### src/rtl/adl5201_spi_readback.sv
// 3-wire SPI read engine for the ADL5201 gain port: sends {1,addr}, releases SDIO,
// captures one data byte and flags it against the expected gain word.
module adl5201_spi_readback #(
  parameter int HALF_DIV = 4,
  parameter int CS_GAP   = 8
) (
  input  logic       CLK,
  input  logic       nRST,
  input  logic       RD_REQ,
  input  logic [6:0] RD_ADDR,
  input  logic [7:0] RD_EXPECT,
  output logic       RD_BUSY,
  output logic       RD_DONE,
  output logic [7:0] RD_DATA,
  output logic       RD_MISMATCH,
  output logic       SPI_CS,
  output logic       SPI_SCLK,
  output logic       SPI_SDO,
  output logic       SPI_SDO_OE,
  input  logic       SPI_SDI
);

  localparam logic [7:0] HALF_LAST = 8'(HALF_DIV - 1);
  localparam logic [7:0] GAP_LAST  = 8'(CS_GAP - 1);

  typedef enum logic [2:0] {IDLE, SETUP, CMD, DATA, HOLD, GAP} state_t;

  state_t      state;
  state_t      state_nxt;
  logic [7:0]  div_cnt;
  logic [4:0]  bit_cnt;
  logic        sclk_q;
  logic [7:0]  tx_sr;
  logic [7:0]  rx_sr;
  logic [7:0]  expect_q;
  logic        done_q;
  logic [7:0]  rd_data_q;
  logic        mismatch_q;
  logic        half_end;
  logic        period_end;

  assign half_end   = (div_cnt == HALF_LAST);
  assign period_end = half_end && sclk_q;

  always_ff @(posedge CLK) begin
    if (!nRST) state <= IDLE;
    else       state <= state_nxt;
  end

  // bit_cnt runs 0..15 across CMD and DATA so one counter covers the whole frame
  always_comb begin
    state_nxt = state;
    case (state)
      IDLE:  if (RD_REQ)                          state_nxt = SETUP;
      SETUP: if (half_end)                        state_nxt = CMD;
      CMD:   if (period_end && bit_cnt == 5'd7)   state_nxt = DATA;
      DATA:  if (period_end && bit_cnt == 5'd15)  state_nxt = HOLD;
      HOLD:  if (half_end)                        state_nxt = GAP;
      GAP:   if (div_cnt == GAP_LAST)             state_nxt = IDLE;
      default:                                    state_nxt = IDLE;
    endcase
  end

  always_comb begin
    SPI_CS      = (state == IDLE) || (state == GAP);
    SPI_SDO_OE  = (state == SETUP) || (state == CMD);
    SPI_SDO     = SPI_SDO_OE & tx_sr[7];
    SPI_SCLK    = sclk_q;
    RD_BUSY     = (state != IDLE);
    RD_DONE     = done_q;
    RD_DATA     = rd_data_q;
    RD_MISMATCH = mismatch_q;
  end

  always_ff @(posedge CLK) begin
    if (!nRST) begin
      div_cnt    <= 8'd0;
      bit_cnt    <= 5'd0;
      sclk_q     <= 1'b0;
      done_q     <= 1'b0;
      rd_data_q  <= 8'd0;
      mismatch_q <= 1'b0;
    end else begin
      done_q <= 1'b0;
      case (state)
        IDLE: begin
          div_cnt <= 8'd0;
          bit_cnt <= 5'd0;
          sclk_q  <= 1'b0;
        end
        SETUP: div_cnt <= half_end ? 8'd0 : div_cnt + 8'd1;
        CMD, DATA: begin
          if (half_end) begin
            div_cnt <= 8'd0;
            sclk_q  <= ~sclk_q;
            if (sclk_q) bit_cnt <= bit_cnt + 5'd1;
          end else begin
            div_cnt <= div_cnt + 8'd1;
          end
        end
        HOLD: begin
          div_cnt <= half_end ? 8'd0 : div_cnt + 8'd1;
          if (half_end) begin
            done_q     <= 1'b1;
            rd_data_q  <= rx_sr;
            mismatch_q <= (rx_sr != expect_q);
          end
        end
        GAP:     div_cnt <= div_cnt + 8'd1;
        default: div_cnt <= 8'd0;
      endcase
    end
  end

  // Shift registers: tx advances as SCLK falls, rx samples on the last high cycle
  always_ff @(posedge CLK) begin
    if (state == IDLE && RD_REQ) begin
      tx_sr    <= {1'b1, RD_ADDR};
      expect_q <= RD_EXPECT;
    end
    if (state == CMD && period_end)  tx_sr <= {tx_sr[6:0], 1'b0};
    if (state == DATA && period_end) rx_sr <= {rx_sr[6:0], SPI_SDI};
  end

endmodule
### config.mk
export PLATFORM = sky130hd
export DESIGN_NAME = adl5201_spi_readback
export DESIGN_NICKNAME = d
export VERILOG_FILES = /design/src/rtl/adl5201_spi_readback.sv
export SDC_FILE = /design/constraint.sdc
export NUM_CORES = 1
export LEC_CHECK = 0
export ABC_AREA = 1
export CAP_MARGIN = 20
export CORE_ASPECT_RATIO = 1.2
export CORE_MARGIN = 4
export CORE_UTILIZATION = 50
export CTS_CLUSTER_DIAMETER = 150
export DETAILED_ROUTE_END_ITERATION = 8
export DONT_BUFFER_PORTS = 1
export GPL_TIMING_DRIVEN = 0
export SETUP_SLACK_MARGIN = 0.3
export SLEW_MARGIN = 5
export SYNTH_ARGS = -nofsm -noshare
export SYNTH_HDL_FRONTEND = slang
export SYNTH_SLANG_ARGS = --single-unit
### constraint.sdc
create_clock -name CLK -period 3.5 [get_ports CLK]
set_input_delay 0.7 -clock CLK [delete_from_list [all_inputs] [get_ports CLK]]
set_output_delay 0.7 -clock CLK [all_outputs]
set_load 0.01 [all_outputs]
==> impl_metrics.yaml <==
routing:
  wire_per_inst_um: 12.67
  postRouteAntennaNets: 0
  route.detailed.drc: 0
  vias_per_cell: 5.061
  firstDrtPassIters: 4
  via_count: 1493
  drt-total-wl_mm: 3.739
  drtIter0Drc: 74
timing:
  fin_ws_ns: 1.112
  rsz0062_at_grt: "false"
  period_share_pct: 68.21
  period_minus_slack_ns: 2.388
  final_max_slew_viol_count: 0
  fin_tns_setup_ns: 0
  setup_viol: 0
  hold_viol: 0
  skew_ns: 0.006419
  worst_pin_slew_ns: 1.021
  clock.fmax_mhz: 418.8
  timing.slew.headroom_pct: 31.43
synth:
  ys_types: 28
  yosys-top-cells-area: "edfxtp_1 (32%), dfxtp_1 (26%), nor2_1 (7.4%), nand2_1 (5.0%), xor2_1 (4.8%)"
  synthAdderAreaFrac_pct: 1.721
  synth-simple-area-share_pct: 21.74
  synth_compound_area_share_pct: 8.663
  synthMuxAreaShare_pct: 0
  syn_area_um2: 2181
  ys_seq_elements: 51
  synthCells: 231
  yosys.area.top_type: "edfxtp_1"
  synth_top_area_share_pct: 31.67
  ys_warn_count: 0
  synth_nets: 253
  avgSynthCellArea_um2: 9.441
  synth_top_family_by_area: "simple AND/OR/NAND/NOR gates"
  synth_xor_xnor_area_share_pct: 5.622
  ys_seq_area_share_pct: 57.37
floorplan:
  die_y_um: 80.35
  io_pins: 34
  rows: 26
  dieArea_um2: 5487
  start_util_pct: 51.57
  core-area_um2: 4229
  die_w_um: 68.29
critical_path:
  crit_slowest_cell: "a21boi_0"
  crit_required_ns: 2.80
  cp-end-kind: "primary output"
  crit_top_cell: "inv_1"
  crit_path_start_kind: "flop"
  critPathTopFamily: "simple AND/OR/NAND/NOR gates"
  path_max_fanout: 6
  cpPeakStageDelay_ns: 0.37
  r2r_slack_ns: 1.38
  path_class: "flop to primary output"
  crit_arrival_ns: 1.69
  cp.buffers_inverters: 3
  crit_chain: "inv_1 > nor2_4 > inv_1 > nor2_1 > inv_1 > a21boi_0"
grt:
  antenna_found_initial: 0
  grt_use_total_pct: 15.03
  grt_pass1_wl_mm: 6.210
  grt_max_degree: 17
  grt.overflow.total: 0
  grt_pass1_vias: 1443
status:
  status: "complete, no violations"
cts:
  clock_latency_ns: 0.30
  post_cts_buffers: 0
  numCtsBuffers: 5
  cts_max_level: 2
  clk_pin_slew_ns: 0.08
  cts.repair.resized: 0
  clock-root-buffer: "clkbuf_8"
  ctsHoldBuffers: 0
  cts_sinks: 51
  cts_tree: "yes"
  clock_path_buffers: 2
final_layout:
  drive_above_1_share_pct: 10.04
  final_common_cell: "nor2_1"
  mostFrequentLayoutCells: "nor2_1 (43), nand2_1 (29), dfxtp_1 (28)"
  fin_nets: 260
  syn_to_final_growth_pct: 8.261
  n_antenna_cell: 0
  layout.cells.non_filler: 295
flow_run:
  drv_cap: 0
place:
  hpwl_mm: 2.906
  place_inst: 287
  pre_cts_ws_ns: 1.350
  gp_congestion: 0.8420
  numPortBuffers: 0
pwr:
  peakVddDrop_mv: 0.2957
  powerDensity_nw_per_um2: 719.9
  cellLeakagePower_nw: 0.8951
hold_path:
  hp-class: "flop to flop"
state kept, by name, indices dropped and copies added, names as in the netlist:
| name | cells |
|---|---|
| rx_sr | 8 |
| bit_cnt | 5 |
| expect_q | 8 |
| div_cnt | 8 |
| state | 3 |
| SPI_SCLK | 1 |
| tx_sr | 8 |
| RD_MISMATCH | 1 |
| RD_DONE | 1 |
| RD_DATA | 8 |
stage by stage:
step / util [%] / area (µm²) / hold WS [ns] / power [mW]
after CTS: 55.83 / 2361 / 0.4492 / 1.715
final: 55.83 / 2361 / 0.4456 / 1.700
after detailed placement: 53.22 / 2251 / 0.4361 / 1.320
after global placement: 53.22 / 2251 / 0.4244 / 1.305
after floorplan: - / 2181 / 0.4132 / 1.211
after global routing: 55.83 / 2361 / 0.4674 / 1.816
worst paths after layout:
path / startpoint / cells past startpoint / end
max reg2reg: div_cnt[0] / 5 / rx_sr[4]
min: div_cnt[0] / 1 / div_cnt[0]
max: state[1] / 6 / SPI_SDO
min reg2reg: div_cnt[0] / 1 / div_cnt[0]
where the power goes:
part | switching (mW) | total [mW] | internal (mW)
registers | 0.0619 | 0.788 | 0.726
clock network | 0.182 | 0.395 | 0.213
logic | 0.363 | 0.517 | 0.153
kinds of logic after synthesis:
| group | after synthesis |
|---|---|
| flip-flops | 51 |
| AO/OA/AOI/OAI | 31 |
| XOR/XNOR | 14 |
| buffers and inverters | 28 |
| adder cells (fa/ha/maj) | 3 |
| AND/OR/NAND/NOR | 104 |
worst register-to-register path, delay by kind of cell (launching register included):
family / cells / cell delay [ns]
simple gates: 3 / 1.10
flops: 1 / 0.35
fa+ha+maj: 1 / 0.22
buf+inv: 1 / 0.07
final cells by class:
class                   instances  area (µm²)
well taps                      56       70.07
multi-input cells             152       823.3
fillers                       382        1868
clock inverters                 2       37.54
flip-flops and latches         51        1251
clock buffers                   6       72.57
plain buffers                   2       8.758
inverters                      26       97.59
synth_stat cells:
cell,instances
dfxtp_1,28
xnor2_1,2
and3_1,1
buf_2,1
a22o_1,5
nand2_2,3
xor2_1,12
nand3_1,12
clkinv_1,1
nand4_1,3
clkbuf_1,1
nor3_1,5
a31oi_1,1
ha_1,3
a21oi_1,4
a21boi_0,1
inv_2,2
inv_1,23
o21ai_1,3
nor2_4,3
nand2_1,29
nor2_2,3
o21ai_2,3
nor4_2,1
o21ai_0,14
nor2_1,43
edfxtp_1,23
nand3_2,1
routing by layer:
| layer | wire length, µm | global-route usage (%) | vias up |
|---|---|---|---|
| met1 | 1599 | 16.85 | 677 |
| met4 | 54 | 5.169 | 0 |
| met3 | 306 | 6.573 | 5 |
| li1 | - | - | 777 |
| met5 | 0 | 0 | - |
| met2 | 1779 | 24.98 | 34 |
(Power assumes the default switching activity.)
